File: config.mk
export PLATFORM = sky130hd
export DESIGN_NAME = dcache_mem_sequencer_flat
export DESIGN_NICKNAME = d
export VERILOG_FILES = /design/src/rtl/dcache_mem_sequencer_if.sv /design/src/rtl/dcache_mem_sequencer.sv /design/src/flat_wrapper.sv
export SDC_FILE = /design/constraint.sdc
export NUM_CORES = 1
export LEC_CHECK = 0
export CAP_MARGIN = 20
export CORE_ASPECT_RATIO = 1.1
export CORE_MARGIN = 5
export CORE_UTILIZATION = 47
export CTS_CLUSTER_DIAMETER = 30
export CTS_CLUSTER_SIZE = 12
export DETAILED_ROUTE_END_ITERATION = 10
export PLACE_DENSITY = 0.92
export SLEW_MARGIN = 20
export SYNTH_ARGS = -nofsm -noshare
export SYNTH_HDL_FRONTEND = slang
export SYNTH_SLANG_ARGS = --single-unit
File: constraint.sdc
create_clock -name clk -period 2.17 [get_ports clk]
set_clock_uncertainty 0.15 [all_clocks]
set_input_delay 0.434 -clock clk [delete_from_list [all_inputs] [get_ports clk]]
set_output_delay 0.434 -clock clk [all_outputs]
set_load 0.03 [all_outputs]
File: src/rtl/dcache_mem_sequencer_if.sv
// rtl/dcache_mem_sequencer_if.sv - queue-head, memory-bus and core-response signals of the sequencer
interface dcache_mem_sequencer_if #(
  parameter int DATABITS = 32,
  parameter int ADDRBITS = 32
);
  logic [DATABITS-1:0] queue_out_data;
  logic [ADDRBITS-1:0] queue_out_addr;
  logic                queue_out_rdreq;
  logic                queue_out_wrreq;
  logic [1:0]          queue_out_wordlen;
  logic                queue_not_empty;
  logic                queue_pop;
  logic                mem_req;
  logic                mem_we;
  logic [ADDRBITS-1:0] mem_addr;
  logic [3:0]          mem_be;
  logic [DATABITS-1:0] mem_wdata;
  logic                mem_ack;
  logic [DATABITS-1:0] mem_rdata;
  logic                rd_valid;
  logic [DATABITS-1:0] rd_data;
  logic                wr_done;
  logic                err_valid;
  logic [1:0]          err_code;
  logic [ADDRBITS-1:0] err_addr;
  logic                busy;

  modport master (
    input  queue_out_data, queue_out_addr, queue_out_rdreq, queue_out_wrreq,
    input  queue_out_wordlen, queue_not_empty, mem_ack, mem_rdata,
    output queue_pop, mem_req, mem_we, mem_addr, mem_be, mem_wdata,
    output rd_valid, rd_data, wr_done, err_valid, err_code, err_addr, busy
  );

  modport slave (
    output queue_out_data, queue_out_addr, queue_out_rdreq, queue_out_wrreq,
    output queue_out_wordlen, queue_not_empty, mem_ack, mem_rdata,
    input  queue_pop, mem_req, mem_we, mem_addr, mem_be, mem_wdata,
    input  rd_valid, rd_data, wr_done, err_valid, err_code, err_addr, busy
  );
endinterface

File: src/rtl/dcache_mem_sequencer.sv
// rtl/dcache_mem_sequencer.sv - drains the dcache request queue into 32-bit word-addressed bus transactions
// with byte enables, ack timeout, and read/write/error completion pulses.
module dcache_mem_sequencer #(
  parameter int DATABITS    = 32,
  parameter int ADDRBITS    = 32,
  parameter int TIMEOUTBITS = 8
) (
  input logic clk,
  input logic reset,
  dcache_mem_sequencer_if.master bus
);
  typedef enum logic [1:0] {IDLE, REQ, RESP, ERR} state_t;

  localparam logic [TIMEOUTBITS-1:0] CNT_LAST = {{(TIMEOUTBITS-1){1'b1}}, 1'b0};

  state_t              state_q, state_d;
  logic [ADDRBITS-1:0] addr_q, addr_d;
  logic [1:0]          len_q, len_d;
  logic [TIMEOUTBITS-1:0] cnt_q, cnt_d;
  logic                mem_req_q, mem_req_d;
  logic                mem_we_q, mem_we_d;
  logic [ADDRBITS-1:0] mem_addr_q, mem_addr_d;
  logic [3:0]          mem_be_q, mem_be_d;
  logic [DATABITS-1:0] mem_wdata_q, mem_wdata_d;
  logic                rd_valid_q, rd_valid_d;
  logic [DATABITS-1:0] rd_data_q, rd_data_d;
  logic                wr_done_q, wr_done_d;
  logic                err_valid_q, err_valid_d;
  logic [1:0]          err_code_q, err_code_d;
  logic [ADDRBITS-1:0] err_addr_q, err_addr_d;
  logic                busy_q, busy_d;
  logic                pop;

  function automatic logic [DATABITS-1:0] len_mask(input logic [1:0] len);
    case (len)
      2'd0:    len_mask = DATABITS'(8'hFF);
      2'd1:    len_mask = DATABITS'(16'hFFFF);
      default: len_mask = '1;
    endcase
  endfunction

  logic [4:0] q_sh, r_sh;
  logic [3:0] q_be;
  logic       q_illegal, q_misal;

  always_comb begin
    q_sh      = {bus.queue_out_addr[1:0], 3'b000};
    r_sh      = {addr_q[1:0], 3'b000};
    q_illegal = (bus.queue_out_rdreq == bus.queue_out_wrreq) || (bus.queue_out_wordlen == 2'd3);
    q_misal   = ((bus.queue_out_wordlen == 2'd1) && bus.queue_out_addr[0]) ||
                ((bus.queue_out_wordlen == 2'd2) && (bus.queue_out_addr[1:0] != 2'b00));
    case (bus.queue_out_wordlen)
      2'd0:    q_be = 4'b0001 << bus.queue_out_addr[1:0];
      2'd1:    q_be = 4'b0011 << bus.queue_out_addr[1:0];
      default: q_be = 4'b1111;
    endcase
  end

  always_comb begin
    state_d     = state_q;
    addr_d      = addr_q;
    len_d       = len_q;
    cnt_d       = cnt_q;
    mem_req_d   = mem_req_q;
    mem_we_d    = mem_we_q;
    mem_addr_d  = mem_addr_q;
    mem_be_d    = mem_be_q;
    mem_wdata_d = mem_wdata_q;
    rd_valid_d  = 1'b0;
    rd_data_d   = rd_data_q;
    wr_done_d   = 1'b0;
    err_valid_d = 1'b0;
    err_code_d  = err_code_q;
    err_addr_d  = err_addr_q;
    pop         = 1'b0;
    case (state_q)
      IDLE: begin
        if (bus.queue_not_empty) begin
          pop    = 1'b1;
          addr_d = bus.queue_out_addr;
          len_d  = bus.queue_out_wordlen;
          cnt_d  = '0;
          if (q_illegal || q_misal) begin
            state_d     = ERR;
            err_valid_d = 1'b1;
            err_code_d  = q_illegal ? 2'b10 : 2'b01;
            err_addr_d  = bus.queue_out_addr;
          end else begin
            state_d     = REQ;
            mem_req_d   = 1'b1;
            mem_we_d    = bus.queue_out_wrreq;
            mem_addr_d  = {bus.queue_out_addr[ADDRBITS-1:2], 2'b00};
            mem_be_d    = q_be;
            mem_wdata_d = (bus.queue_out_data & len_mask(bus.queue_out_wordlen)) << q_sh;
          end
        end
      end
      REQ: begin
        if (bus.mem_ack) begin
          // Writes also pass through RESP so wr_done and rd_valid share the same timing.
          state_d   = RESP;
          mem_req_d = 1'b0;
          if (mem_we_q) begin
            wr_done_d = 1'b1;
          end else begin
            rd_valid_d = 1'b1;
            rd_data_d  = (bus.mem_rdata >> r_sh) & len_mask(len_q);
          end
        end else if (cnt_q == CNT_LAST) begin
          state_d     = ERR;
          mem_req_d   = 1'b0;
          err_valid_d = 1'b1;
          err_code_d  = 2'b11;
          err_addr_d  = addr_q;
        end else begin
          cnt_d = cnt_q + TIMEOUTBITS'(1);
        end
      end
      RESP:    state_d = IDLE;
      ERR:     state_d = IDLE;
      default: state_d = IDLE;
    endcase
    busy_d = (state_d != IDLE);
  end

  always_ff @(posedge clk) begin
    if (reset) begin
      state_q     <= IDLE;
      addr_q      <= '0;
      len_q       <= '0;
      cnt_q       <= '0;
      mem_req_q   <= 1'b0;
      mem_we_q    <= 1'b0;
      mem_addr_q  <= '0;
      mem_be_q    <= '0;
      mem_wdata_q <= '0;
      rd_valid_q  <= 1'b0;
      rd_data_q   <= '0;
      wr_done_q   <= 1'b0;
      err_valid_q <= 1'b0;
      err_code_q  <= '0;
      err_addr_q  <= '0;
      busy_q      <= 1'b0;
    end else begin
      state_q     <= state_d;
      addr_q      <= addr_d;
      len_q       <= len_d;
      cnt_q       <= cnt_d;
      mem_req_q   <= mem_req_d;
      mem_we_q    <= mem_we_d;
      mem_addr_q  <= mem_addr_d;
      mem_be_q    <= mem_be_d;
      mem_wdata_q <= mem_wdata_d;
      rd_valid_q  <= rd_valid_d;
      rd_data_q   <= rd_data_d;
      wr_done_q   <= wr_done_d;
      err_valid_q <= err_valid_d;
      err_code_q  <= err_code_d;
      err_addr_q  <= err_addr_d;
      busy_q      <= busy_d;
    end
  end

  // The pop strobe is gated by reset so an abandoned cycle never consumes a queue entry.
  assign bus.queue_pop = pop && !reset;
  assign bus.mem_req   = mem_req_q;
  assign bus.mem_we    = mem_we_q;
  assign bus.mem_addr  = mem_addr_q;
  assign bus.mem_be    = mem_be_q;
  assign bus.mem_wdata = mem_wdata_q;
  assign bus.rd_valid  = rd_valid_q;
  assign bus.rd_data   = rd_data_q;
  assign bus.wr_done   = wr_done_q;
  assign bus.err_valid = err_valid_q;
  assign bus.err_code  = err_code_q;
  assign bus.err_addr  = err_addr_q;
  assign bus.busy      = busy_q;
endmodule

File: src/flat_wrapper.sv
// flat-port wrapper written by rule: the top's interface ports become plain ports
module dcache_mem_sequencer_flat 
#(
  parameter int DATABITS    = 32,
  parameter int ADDRBITS    = 32,
  parameter int TIMEOUTBITS = 8
)
  (clk, reset, bus_queue_out_data, bus_queue_out_addr, bus_queue_out_rdreq, bus_queue_out_wrreq, bus_queue_out_wordlen, bus_queue_not_empty, bus_mem_ack, bus_mem_rdata, bus_queue_pop, bus_mem_req, bus_mem_we, bus_mem_addr, bus_mem_be, bus_mem_wdata, bus_rd_valid, bus_rd_data, bus_wr_done, bus_err_valid, bus_err_code, bus_err_addr, bus_busy);
  dcache_mem_sequencer_if #(.DATABITS(DATABITS), .ADDRBITS(ADDRBITS)) bus_i ();
  input logic clk;
  input logic reset;
  input wire logic [$bits(bus_i.queue_out_data)-1:0] bus_queue_out_data;
  input wire logic [$bits(bus_i.queue_out_addr)-1:0] bus_queue_out_addr;
  input wire logic [$bits(bus_i.queue_out_rdreq)-1:0] bus_queue_out_rdreq;
  input wire logic [$bits(bus_i.queue_out_wrreq)-1:0] bus_queue_out_wrreq;
  input wire logic [$bits(bus_i.queue_out_wordlen)-1:0] bus_queue_out_wordlen;
  input wire logic [$bits(bus_i.queue_not_empty)-1:0] bus_queue_not_empty;
  input wire logic [$bits(bus_i.mem_ack)-1:0] bus_mem_ack;
  input wire logic [$bits(bus_i.mem_rdata)-1:0] bus_mem_rdata;
  output wire logic [$bits(bus_i.queue_pop)-1:0] bus_queue_pop;
  output wire logic [$bits(bus_i.mem_req)-1:0] bus_mem_req;
  output wire logic [$bits(bus_i.mem_we)-1:0] bus_mem_we;
  output wire logic [$bits(bus_i.mem_addr)-1:0] bus_mem_addr;
  output wire logic [$bits(bus_i.mem_be)-1:0] bus_mem_be;
  output wire logic [$bits(bus_i.mem_wdata)-1:0] bus_mem_wdata;
  output wire logic [$bits(bus_i.rd_valid)-1:0] bus_rd_valid;
  output wire logic [$bits(bus_i.rd_data)-1:0] bus_rd_data;
  output wire logic [$bits(bus_i.wr_done)-1:0] bus_wr_done;
  output wire logic [$bits(bus_i.err_valid)-1:0] bus_err_valid;
  output wire logic [$bits(bus_i.err_code)-1:0] bus_err_code;
  output wire logic [$bits(bus_i.err_addr)-1:0] bus_err_addr;
  output wire logic [$bits(bus_i.busy)-1:0] bus_busy;
  assign bus_i.queue_out_data = bus_queue_out_data;
  assign bus_i.queue_out_addr = bus_queue_out_addr;
  assign bus_i.queue_out_rdreq = bus_queue_out_rdreq;
  assign bus_i.queue_out_wrreq = bus_queue_out_wrreq;
  assign bus_i.queue_out_wordlen = bus_queue_out_wordlen;
  assign bus_i.queue_not_empty = bus_queue_not_empty;
  assign bus_i.mem_ack = bus_mem_ack;
  assign bus_i.mem_rdata = bus_mem_rdata;
  assign bus_queue_pop = bus_i.queue_pop;
  assign bus_mem_req = bus_i.mem_req;
  assign bus_mem_we = bus_i.mem_we;
  assign bus_mem_addr = bus_i.mem_addr;
  assign bus_mem_be = bus_i.mem_be;
  assign bus_mem_wdata = bus_i.mem_wdata;
  assign bus_rd_valid = bus_i.rd_valid;
  assign bus_rd_data = bus_i.rd_data;
  assign bus_wr_done = bus_i.wr_done;
  assign bus_err_valid = bus_i.err_valid;
  assign bus_err_code = bus_i.err_code;
  assign bus_err_addr = bus_i.err_addr;
  assign bus_busy = bus_i.busy;
  dcache_mem_sequencer #(.DATABITS(DATABITS), .ADDRBITS(ADDRBITS), .TIMEOUTBITS(TIMEOUTBITS)) u_core (.clk(clk), .reset(reset), .bus(bus_i));
endmodule
==> results of run 1 <==
[sequential cells by signal, indices dropped and copies added (netlist names)]
signal,flops
u_core.len_q,2
u_core.bus.mem_be,4
u_core.bus.mem_we,1
u_core.bus.mem_req,1
u_core.bus.rd_valid,1
u_core.bus.err_addr,32
u_core.bus.busy,1
u_core.state_q,2
u_core.bus.err_valid,1
u_core.addr_q,32
u_core.bus.mem_addr,30
u_core.cnt_q,8
u_core.bus.mem_wdata,32
u_core.bus.wr_done,1
u_core.bus.err_code,2
u_core.bus.rd_data,32
[synthesized netlist by cell type, types with 8 or more instances]
cell and n:
nand3b_1 8, a21oi_1 97, mux2_2 16, a221oi_1 8, nor3_1 19, a22oi_1 16
nor3b_1 10, o211ai_1 8, o21ai_0 27, nor2_1 41, buf_2 35, nand2_1 186
o221ai_1 8, a211oi_1 67, o2bb2ai_1 8, nand3_1 12, dfxtp_1 182, mux2i_1 49
clkbuf_1 42
[stage by stage]
stage / power (mW) / area [um2] / std cells
floorplan: 4.646 / 7844 / 908
global placement: 5.402 / 10740 / 1336
detailed placement: 5.444 / 10740 / 1336
CTS: 8.714 / 11390 / 1370
global route: 9.031 / 11420 / 1372
finish: 8.698 / 11420 / 1372
[power by group through the flow]
| stage | Clock (mW) | Combinational [mW] | Sequential [mW] |
|---|---|---|---|
| 2_1_floorplan | 0 | 0.717 | 3.93 |
| 3_3_place_gp | 0 | 1.71 | 3.70 |
| 3_5_place_dp | 0 | 1.74 | 3.70 |
| 4_1_cts | 3.32 | 1.77 | 3.63 |
| 5_1_grt | 3.48 | 1.90 | 3.65 |
| 6_report | 3.29 | 1.78 | 3.63 |
[final cells by class]
type,instances,share of cell area (%)
inverter,4,0.1314
clock inverter,11,1.512
tap,204,2.235
sequential,182,31.96
clock buffer,21,3.943
timing repair buffer,318,26.91
multi-input combinational,632,33.30
[logic make-up (layout without fill, tap and decap cells)]
kind of cell    Yosys count  in the layout  share of synthesized area, %
simple gates            299            299                         16.92
compound gates          263            263                         22.11
flops                   182            182                         46.49
buf+inv                  94            354                         5.444
mux                      65             65                         8.557
fa+ha+maj                 2              2                        0.3192
other cells               1              2                       0.04785
xor+xnor                  1              1                        0.1118
[worst max-delay path by stage]
stage / start / endpoint / slack, ns / cells past startpoint
6_report: u_core.state_q[0]$_SDFF_PP0_ / bus_queue_pop / 0.04 / 4
5_1_grt: u_core.state_q[0]$_SDFF_PP0_ / bus_queue_pop / 0.005 / 4
4_1_cts: u_core.bus.mem_wdata[23]$_SDFFE_PP0P_ / bus_mem_wdata[23] / 0.02 / 1
3_5_place_dp: bus_queue_out_wrreq / u_core.bus.mem_wdata[24]$_SDFFE_PP0P_ / -0.28 / 8
3_3_place_gp: bus_queue_out_wrreq / u_core.bus.mem_wdata[0]$_SDFFE_PP0P_ / -0.20 / 8
2_1_floorplan: bus_queue_not_empty / bus_queue_pop / 0.05 / 4
[worst reg2reg max path, stage by stage, from the launching register on]
cell	delay, ns
dfxtp_1	0.37
inv_1	0.07
ha_1	0.20
and3_1	0.20
and3_2	0.29
a21o_1	0.23
buf_4	0.21
a211oi_1	0.24
[metal layers]
layer,global-route usage [%],up-vias
met5,0,-
met4,12.86,0
met3,5.636,73
met2,43.29,357
met1,30.45,3748
li1,-,3717
[timing repair]
item | in CTS | in global routing
endpoints found under the setup margin | 1 | 12
hold endpoints to repair | 0 | 0
gates resized for setup | 6 | 6
buffers inserted | 2 | 2
==> flow_summary.toml, run 1 <==
[finish]
drive_gt1_share_pct = 12.33
final_cell_mix = "237 x clkdlybuf4s50_1, 186 x nand2_1, 180 x dfxtp_1, 97 x a21oi_1, 70 x buf_4"
area_delta_synth_final_pct = 45.74
nFillCells = 1168
final_common_cell = "clkdlybuf4s50_1"
antenna_cells = 0
seqCellArea_um2 = 3651
multi_input_area_um2 = 3804
finalNetCount = 1261
finish.utilization_pct = 69.78

[pwr]
p_switching_mw = 2.428
peakVddDrop_mv = 0.5237
p_int_mw = 6.270
pwr-share-seq_pct = 41.7
clkPwrFrac_pct = 37.8
combPwrFrac_pct = 20.5
switching_share_pct = 27.91
p_leak_nw = 4.086
powerDensity_nw_per_um2 = 761.5

[timing]
tightest_slew_ns = 0.7027
rsz0062_at_grt = "false"
tns_ns = 0
holdWs_ns = 0.1500
setup_viol = 0
finalCritPeriodShare_pct = 98.09
hold_violations = 0
slew_headroom_pct = 52.98
fin_crit_ns = 2.129
setup_ws_ns = 0.04146
slew_violations = 0
fmaxAchievable_ghz = 0.4698

[worst_setup_path]
reg2reg_from = "u_core.cnt_q[0]$_SDFFE_PP0P_"
crit_path_start_kind = "flop"
cpMaxStageDelayCell = "or3b_4"
path_class = "reg2out"
crit_required_ns = 1.59
cp_top_family = "simple AND/OR/NAND/NOR gates"
path_max_fanout = 3
critPathCaptureType = "primary output"
path_cells = "or3b_4 > buf_4 > nor2_2 > buf_6"
reg2reg_setup_slack_ns = 0.12
r2r-end = "u_core.bus.err_addr[14]$_SDFFE_PP0P_"
arrival_ns = 1.54
path_buf_inv = 2
reg2reg_depth = 7
slowest_delay_ns = 0.39

[routing]
vias_per_cell = 5.754
routed_wirelength_mm = 25.45
num_vias = 7895
wl_per_cell_um = 18.55
drt-pass1-iter-count = 5
route.met3.wl_mm = 1.669
met1_length_mm = 9.957
route.detailed.drc = 0
wl_met2_mm = 12.76
drt_iter0_drc = 761
top_layer = "met4"
postRouteAntennaNets = 0

[synthesis]
avgSynthCellArea_um2 = 8.641
synth_area_leaders = "dfxtp_1 46%, nand2_1 8.9%, a211oi_1 6.4%"
yosysUniqueCellTypes = 54
syn_area_um2 = 7838
syn_inst = 907
async_flop_share_pct = 0
synth_top_area_share_pct = 46.49
ys_seq_area_share_pct = 46.49
synthFlopType = "dfxtp_1"
yosys_warnings = 0
yosysTopAreaCell = "dfxtp_1"
synth_seq_cells = 182
synth-edff-count = 0

[floorplan]
ios = 245
coreArea_um2 = 16370
initial_core_util_pct = 47.88
chipWidth_um = 133.1
die-area_um2 = 19360
rows = 49
die_h_um = 145.4

[clocking]
cts_tree = "yes"
cts-root-buf = "clkbuf_16"
htree_levels = 4
clk_pin_slew_ns = 0.07
cts-buffers-inserted = 17
clkSinkCount = 182
clock_latency_ns = 0.43
cts_buffer_depth = 2
cts_hold_buf = 0

[placement]
portBuffers = 242
place_ws_ns = -0.2786
globalplace.congestion = 0.8735
dp_hpwl_mm = 18.29

[worst_hold_path]
hold_depth = 2
hold_start = "reset"
min_path_type = "in2reg"
whs_endpoint = "u_core.bus.rd_data[11]$_SDFFE_PP0P_"

[global_routing]
grt_pass1_wl_mm = 40.69
grt-ovfl-total = 0
antenna_found_initial = 0
grt_pass1_vias = 7914
grt_use_total_pct = 25.55
grt_max_degree = 83

[flow_run]
cap_viol_max_count = 0

[status]
outcome = "complete, no violations"
Power figures use the tool's default switching activity.
==> inputs of run 2 (changes only) <==
--- a/config.mk
+++ b/config.mk
@@ -7,6 +7,7 @@
 export LEC_CHECK = 0
+export ABC_AREA = 1
 export CAP_MARGIN = 20
-export CORE_ASPECT_RATIO = 1.1
+export CORE_ASPECT_RATIO = 1.75
 export CORE_MARGIN = 5
-export CORE_UTILIZATION = 47
+export CORE_UTILIZATION = 49
 export CTS_CLUSTER_DIAMETER = 30
==> constraint.sdc (replaced) <==
create_clock -name clk -period 2.17 [get_ports clk]
set_clock_uncertainty 0.15 [all_clocks]
set_input_delay 0.3255 -clock clk [delete_from_list [all_inputs] [get_ports clk]]
set_output_delay 0.3255 -clock clk [all_outputs]
set_load 0.03 [all_outputs]
==> run 2 against run 1 <==
Hold slack gained 0.15 ns; critical endpoint is now bus_mem_addr[3]; first-iteration DRC count shrank 29%; synthesized area grew 14%; global-route usage shrank 0.30 points; non-clock buffer count shrank 27; critical path type unchanged.
==> flow_summary.toml, run 2 <==
[status]
outcome = "complete, no violations"

[synthesis]
yosysTopAreaCell = "dfxtp_1"
synth-compound-area-share_pct = 14.56
synthTopCellsByCount = "315 x nand2_1, 197 x inv_1, 182 x dfxtp_1, 159 x nor2_1, 129 x nand3_1"
synth_fa_ha_area_share_pct = 0.2807
synthFlopType = "dfxtp_1"
synthSimpleGateAreaFrac_pct = 31.06
synth-edff-count = 0
synth_top_family_by_area = "simple AND/OR/NAND/NOR gates"
synthMuxAreaShare_pct = 0
async_flop_share_pct = 0
syn_area_um2 = 8914
ys_seq_area_share_pct = 40.88
synth_top_area_share_pct = 40.88
avgSynthCellArea_um2 = 6.431
syn_inst = 1386
synth_area_leaders = "dfxtp_1 41%, nand2_1 13%, inv_1 8.3%"
synth-xor-area-share_pct = 0
yosysMostFrequentCell = "nand2_1"
yosys_warnings = 0
synth_seq_cells = 182
yosysUniqueCellTypes = 28

[clocking]
cts_buffer_depth = 2
clk_pin_slew_ns = 0.07
cts-buffers-inserted = 17
cts_hold_buf = 0
cts_tree = "yes"
clock_latency_ns = 0.42
htree_levels = 4
clkSinkCount = 182
cts-root-buf = "clkbuf_16"
post-cts-setup-buffer-count = 0
post_cts_resized = 0

[worst_setup_path]
crit_path_start_kind = "flop"
reg2reg_depth = 9
path_max_fanout = 2
reg2reg_setup_slack_ns = 0.34
crit_start = "u_core.bus.mem_addr[3]$_SDFFE_PP0P_"
r2r-end = "u_core.cnt_q[4]$_SDFFE_PP0P_"
crit_end = "bus_mem_addr[3]"
arrival_ns = 1.51
crit_required_ns = 1.69
path_buf_inv = 1
slowest_delay_ns = 0.71
cp_top_family = "buffers and inverters"
path_cells = "clkdlybuf4s50_1"
critPathCaptureType = "primary output"
path_class = "reg2out"
reg2reg_from = "u_core.cnt_q[0]$_SDFFE_PP0P_"
cp.depth = 1
cpMaxStageDelayCell = "clkdlybuf4s50_1"

[routing]
routed_wirelength_mm = 27.43
drt-pass1-iter-count = 5
vias_per_cell = 5.245
drt_iter0_drc = 543
wl_per_cell_um = 14.83
route.detailed.drc = 0
postRouteAntennaNets = 0
num_vias = 9698

[global_routing]
grt_pass1_vias = 9289
antenna_found_initial = 1
grt_use_total_pct = 25.26
grt_pass1_wl_mm = 44.10
grt-ovfl-total = 0
grt_max_degree = 76

[timing]
holdWs_ns = 0.3027
fin_crit_ns = 1.988
setup_ws_ns = 0.1816
hold_violations = 0
fmaxAchievable_ghz = 0.5029
setup_viol = 0
slew_violations = 0
rsz0062_at_grt = "false"
tns_ns = 0
finalCritPeriodShare_pct = 91.63

[placement]
dp_hpwl_mm = 20.14
place_ws_ns = -0.06309
post-place-cells = 1816
place_area_um2 = 11730
portBuffers = 242
globalplace.congestion = 0.9132

[floorplan]
rows = 65
chipWidth_um = 112.0
die-area_um2 = 21090
die_h_um = 188.4
initial_core_util_pct = 49.59
coreArea_um2 = 17970
ios = 245

[finish]
drive_gt1_share_pct = 6.382
finalNetCount = 1707
finish.utilization_pct = 68.46
final_cell_mix = "315 x nand2_1, 241 x clkdlybuf4s50_1, 196 x inv_1, 182 x dfxtp_1, 159 x nor2_1"
instances_no_fill = 1849
final_common_cell = "nand2_1"
final_area_um2 = 12300
area_delta_synth_final_pct = 38.04

[flow_run]
cap_viol_max_count = 0

[worst_hold_path]
min_path_type = "reg2reg"

[pwr]
p_leak_nw = 5.551
powerDensity_nw_per_um2 = 752.9
total_power_mw = 9.264
peakVddDrop_mv = 0.4127
## run 2: layer usage
metal	global-route usage, %	routed length [um]	part of all wire [%]	up-vias
met1	27.01	10110	37	4363
met5	0	0	0	-
met3	4.049	1579	5.8	133
met2	44.15	13650	50	418
met4	18.83	2083	7.6	0
li1	-	-	-	4784
## run 2: power breakdown
part | internal, mW | total, mW | switching [mW]
logic | 0.999 | 2.48 | 1.48
registers | 3.61 | 3.76 | 0.151
clock network | 1.55 | 3.02 | 1.46
total | 6.17 | 9.26 | 3.10
## run 2: cell families (layout without fill, tap and decap cells)
logic type	count (synthesis)	in the layout
AO/OA/AOI/OAI	248	248
adder cells (fa/ha/maj)	2	2
buffers and inverters	297	524
flip-flops	182	182
other	1	3
AND/OR/NAND/NOR	656	656
## run 2: worst min path at each step
stage / from / end / depth (start not counted)
CTS: u_core.addr_q[12]$_SDFFE_PP0P_ / u_core.addr_q[12]$_SDFFE_PP0P_ / 2
floorplan: u_core.addr_q[10]$_SDFFE_PP0P_ / u_core.addr_q[10]$_SDFFE_PP0P_ / 2
global placement: u_core.bus.mem_be[0]$_SDFFE_PP0P_ / u_core.bus.mem_be[0]$_SDFFE_PP0P_ / 2
finish: u_core.bus.mem_be[0]$_SDFFE_PP0P_ / u_core.bus.mem_be[0]$_SDFFE_PP0P_ / 2
global route: u_core.addr_q[12]$_SDFFE_PP0P_ / u_core.addr_q[12]$_SDFFE_PP0P_ / 2
detailed placement: u_core.bus.mem_be[3]$_SDFFE_PP0P_ / u_core.bus.mem_be[3]$_SDFFE_PP0P_ / 2
## run 2: layout make-up
class | instances | area, um2
Antenna cell | 1 | 2.502
Clock buffer | 18 | 439.2
Clock inverter | 14 | 132.6
Fill cell | 1477 | 5669
Inverter | 201 | 757.0
Multi-Input combinational cell | 908 | 4099
Sequential cell | 182 | 3643
Tap cell | 234 | 292.8
Timing Repair Buffer | 291 | 2938
==> RTL edit (flow settings as in run 2) <==
`addr_q`, `mem_addr_q`, `mem_be_q`, `mem_wdata_q`, `rd_data_q` and `err_addr_q` no longer have a reset.
--- a/src/rtl/dcache_mem_sequencer.sv
+++ b/src/rtl/dcache_mem_sequencer.sv
@@ -127,37 +127,34 @@
     if (reset) begin
       state_q     <= IDLE;
-      addr_q      <= '0;
       len_q       <= '0;
       cnt_q       <= '0;
       mem_req_q   <= 1'b0;
       mem_we_q    <= 1'b0;
-      mem_addr_q  <= '0;
-      mem_be_q    <= '0;
-      mem_wdata_q <= '0;
       rd_valid_q  <= 1'b0;
-      rd_data_q   <= '0;
       wr_done_q   <= 1'b0;
       err_valid_q <= 1'b0;
       err_code_q  <= '0;
-      err_addr_q  <= '0;
       busy_q      <= 1'b0;
     end else begin
       state_q     <= state_d;
-      addr_q      <= addr_d;
       len_q       <= len_d;
       cnt_q       <= cnt_d;
       mem_req_q   <= mem_req_d;
       mem_we_q    <= mem_we_d;
-      mem_addr_q  <= mem_addr_d;
-      mem_be_q    <= mem_be_d;
-      mem_wdata_q <= mem_wdata_d;
       rd_valid_q  <= rd_valid_d;
-      rd_data_q   <= rd_data_d;
       wr_done_q   <= wr_done_d;
       err_valid_q <= err_valid_d;
       err_code_q  <= err_code_d;
-      err_addr_q  <= err_addr_d;
       busy_q      <= busy_d;
     end
+  end
+
+  always_ff @(posedge clk) begin
+    addr_q      <= addr_d;
+    mem_addr_q  <= mem_addr_d;
+    mem_be_q    <= mem_be_d;
+    mem_wdata_q <= mem_wdata_d;
+    rd_data_q   <= rd_data_d;
+    err_addr_q  <= err_addr_d;
   end
 
Function: changed (Yosys sat finds a counterexample within 4 cycles, from zero or initial values and one cycle with reset high).
==> RTL edit against run 2 <==
- sequential share of layout area grew 19 points
- utilization grew 4.4 points
- power shrank 5.2%
- synthesized area is 16% lower
- final cell count shrank 39%
- worst setup slack lost 0.045 ns
- first-iteration DRC count is 29% lower
- sequential cell count is the same
- wire length decreased by 19%
- critical endpoint is now u_core.bus.err_addr[18]
- largest power group unchanged
- final area fell by 12%
- combinational power decreased by 34%
- synthesized cell count down 52%
- sequential power is 12% higher
==> RTL edit: results (changes against run 2) <==
| Metric | Value |
|---|---|
| Initial DRT Pass Iterations | 6 (was 5) |
| R2r endpoint | u_core.bus.err_addr[18] (was u_core.cnt_q[4]) |
| Largest net degree at the start of global routing | 49 (was 76) |
| Initial antenna violation count | 2 (was 1) |
| Sequential fraction of the synthesis area | 70.5% (was 40.9%) |
| Routability Congestion | 0.895 (was 0.913) |
| Netlist cell types | 31 (was 28) |
| Worst Max-Slew Pin Slew | 0.670 ns |
| Clock Latency Late Sink | 0.42 ns (about the same) |
| Min-delay worst type | reg -> reg (unchanged) |
| Vias/cell | 5.41 (was 5.24) |
| Final Max Tran Viols | 0 (unchanged) |
| Pleak | 4.12 nW (was 5.55 nW) |
| Warnings from Yosys | 0 (unchanged) |
| Status | finished, final reports clean (unchanged) |
| Critical path peak fanout | 10 (was 2) |
| Total Nets Final | 1036 (was 1707) |
| Hold path startpoint | u_core.bus.err_code[1] (was u_core.bus.mem_be[0]) |
| Depth of the CTS H-tree | 4 (unchanged) |
| Number of synthesized flops with an enable pin | 162 (was 0) |
| WHS Endpoint | u_core.bus.err_code[1] (was u_core.bus.mem_be[0]) |
| Initial DRC count | 384 (was 543) |
| Area contributors post-synth | edfxtp_1, nand2_1, dfxtp_1 (was dfxtp_1, nand2_1, inv_1) |
| Vias in the first global route | 6112 (was 9289) |
| Share of layout cells above drive strength 1 | 9.54% (was 6.38%) |
| Maximum clock path buffer count | 2 (unchanged) |
| Post-CTS Setup Inserts | 0 (unchanged) |
| Routed WL per cell | 19.8 µm (was 14.8 µm) |
| Cell family with most CP delay | simple AND/OR/NAND/NOR gates (was buffers and inverters) |
| Slowest CP cell | dfxtp_1 (was clkdlybuf4s50_1) |
| Highest clock rate | 492 MHz (was 503 MHz) |
| Num CTS Buffers | 17 (unchanged) |
| Clock-pin slew on the worst setup and hold paths | 0.07 ns (about the same) |
| CP max stage delay | 0.33 ns (was 0.71 ns) |
| Dpl ws | -0.133 ns (was -0.0631 ns) |
| Hpwl dp | 16500 µm (was 20100 µm) |
| Root buffer cell | clkbuf_16 (unchanged) |
| # port buffers | 242 (unchanged) |
| Most common library cells after synthesis | nand2_1, edfxtp_1, nor2_1 (was nand2_1, inv_1, dfxtp_1) |
| Crit path DAT | 2.01 ns (was 1.51 ns) |
| Fillers | 964 (was 1477) |
| Antenna-violating nets left | 0 (unchanged) |
| Drt total wl | 22300 µm (was 27400 µm) |
| Syn Area/Cell | 11.2 µm² (was 6.43 µm²) |
| Inst Count DP | 1094 (was 1816) |
| Reg2reg setup slack | 0.14 ns (was 0.34 ns) |
| First-pass GRT wire length | 32700 µm (was 44100 µm) |
| Tot GR Track Use | 24.4% (was 25.3%) |
| Asr flop ratio synth | 0% (unchanged) |
| Peak VDD IR | 529 µV (was 413 µV) |
| Cells on worst reg2reg path | 9 (unchanged) |
| WHS Path Cells | 2 (unchanged) |
| RR Startpoint | u_core.cnt_q[0] (unchanged) |
[RTL edit: cell count changes after synthesis, moves of 57 or more]
cell	change
inv_1	-160
o21ai_0	-57
a21oi_1	-103
edfxtp_1	+162
nand3_1	-114
dfxtp_1	-162
nor2_1	-94
nand2_1	-110
[RTL edit: report_power, final]
group          internal, mW  switching (mW)
sequential             4.11          0.0821
clock                  1.52            1.43
combinational         0.645           0.997
[RTL edit: how the worst max path moves through the flow]
| stage | startpoint | endpoint | cells after the start |
|---|---|---|---|
| after global routing | u_core.cnt_q[0] | u_core.bus.err_addr[18] | 9 |
| final | u_core.cnt_q[0] | u_core.bus.err_addr[18] | 9 |
| after detailed placement | bus_queue_out_wordlen[0] | u_core.bus.mem_addr[26] | 8 |
| after CTS | u_core.cnt_q[0] | u_core.bus.err_addr[19] | 9 |
| after global placement | bus_queue_out_addr[1] | u_core.bus.mem_addr[3] | 9 |
| after floorplan | bus_queue_out_addr[1] | u_core.bus.mem_addr[10] | 8 |
[RTL edit: cell type report]
class / count / area share (%)
Antenna cell: 2 / 0.0460
Sequential cell: 182 / 48.4
Clock buffer: 18 / 3.95
Timing Repair Buffer: 272 / 24.9
Multi-Input combinational cell: 415 / 17.7
Inverter: 42 / 1.59
Tap cell: 183 / 2.11
Clock inverter: 14 / 1.25
[RTL edit: timing repair]
action / 4_1_cts / 5_1_grt
hold buffers: 0 / 0
gates resized for setup: 0 / 1
setup endpoints to repair: 0 / 25
[RTL edit: per-layer routing]
layer	track usage (%)	up-vias	wire, µm
met3	4.59	64	1490
met2	46.3	314	12800
met5	0	-	0
met4	11.6	0	885
met1	24.1	2893	7170
li1	-	2831	-
[RTL edit: kinds of logic (layout without fill, tap and decap cells)]
logic type / count (synthesis) / count (layout) / share of synthesized area, %
AOI/OAI and AO/OA: 96 / 96 / 7.69
adders and majority gates: 2 / 2 / 0.335
buffers and inverters: 73 / 346 / 4.24
DFF: 182 / 182 / 70.5
other: 1 / 4 / 0.0502
and+or+nand+nor: 315 / 315 / 17.2
[RTL edit: worst reg2reg max path, stage by stage (launching register included)]
cell        delay (ns)
dfxtp_1           0.33
inv_1             0.10
ha_1              0.18
nand2_1           0.07
nor2_2            0.15
nand2_1           0.13
a21oi_2           0.17
nand2_1           0.13
clkinvlp_4        0.13
buf_4             0.20
[RTL edit: stage by stage]
stage               TNS (ns)  total power, mW  utilization [%]  area [µm²]  hold WS, ns
detailed placement     -8.52             5.91             69.0       10300        0.331
CTS                        0             8.82             72.8       10900        0.346
global placement       -1.72             5.85             69.0       10300        0.321
finish                     0             8.78             72.9       10900        0.342
global route         -0.0128             9.08             72.9       10900        0.362
floorplan              -7.16             5.10                -        7530        0.274
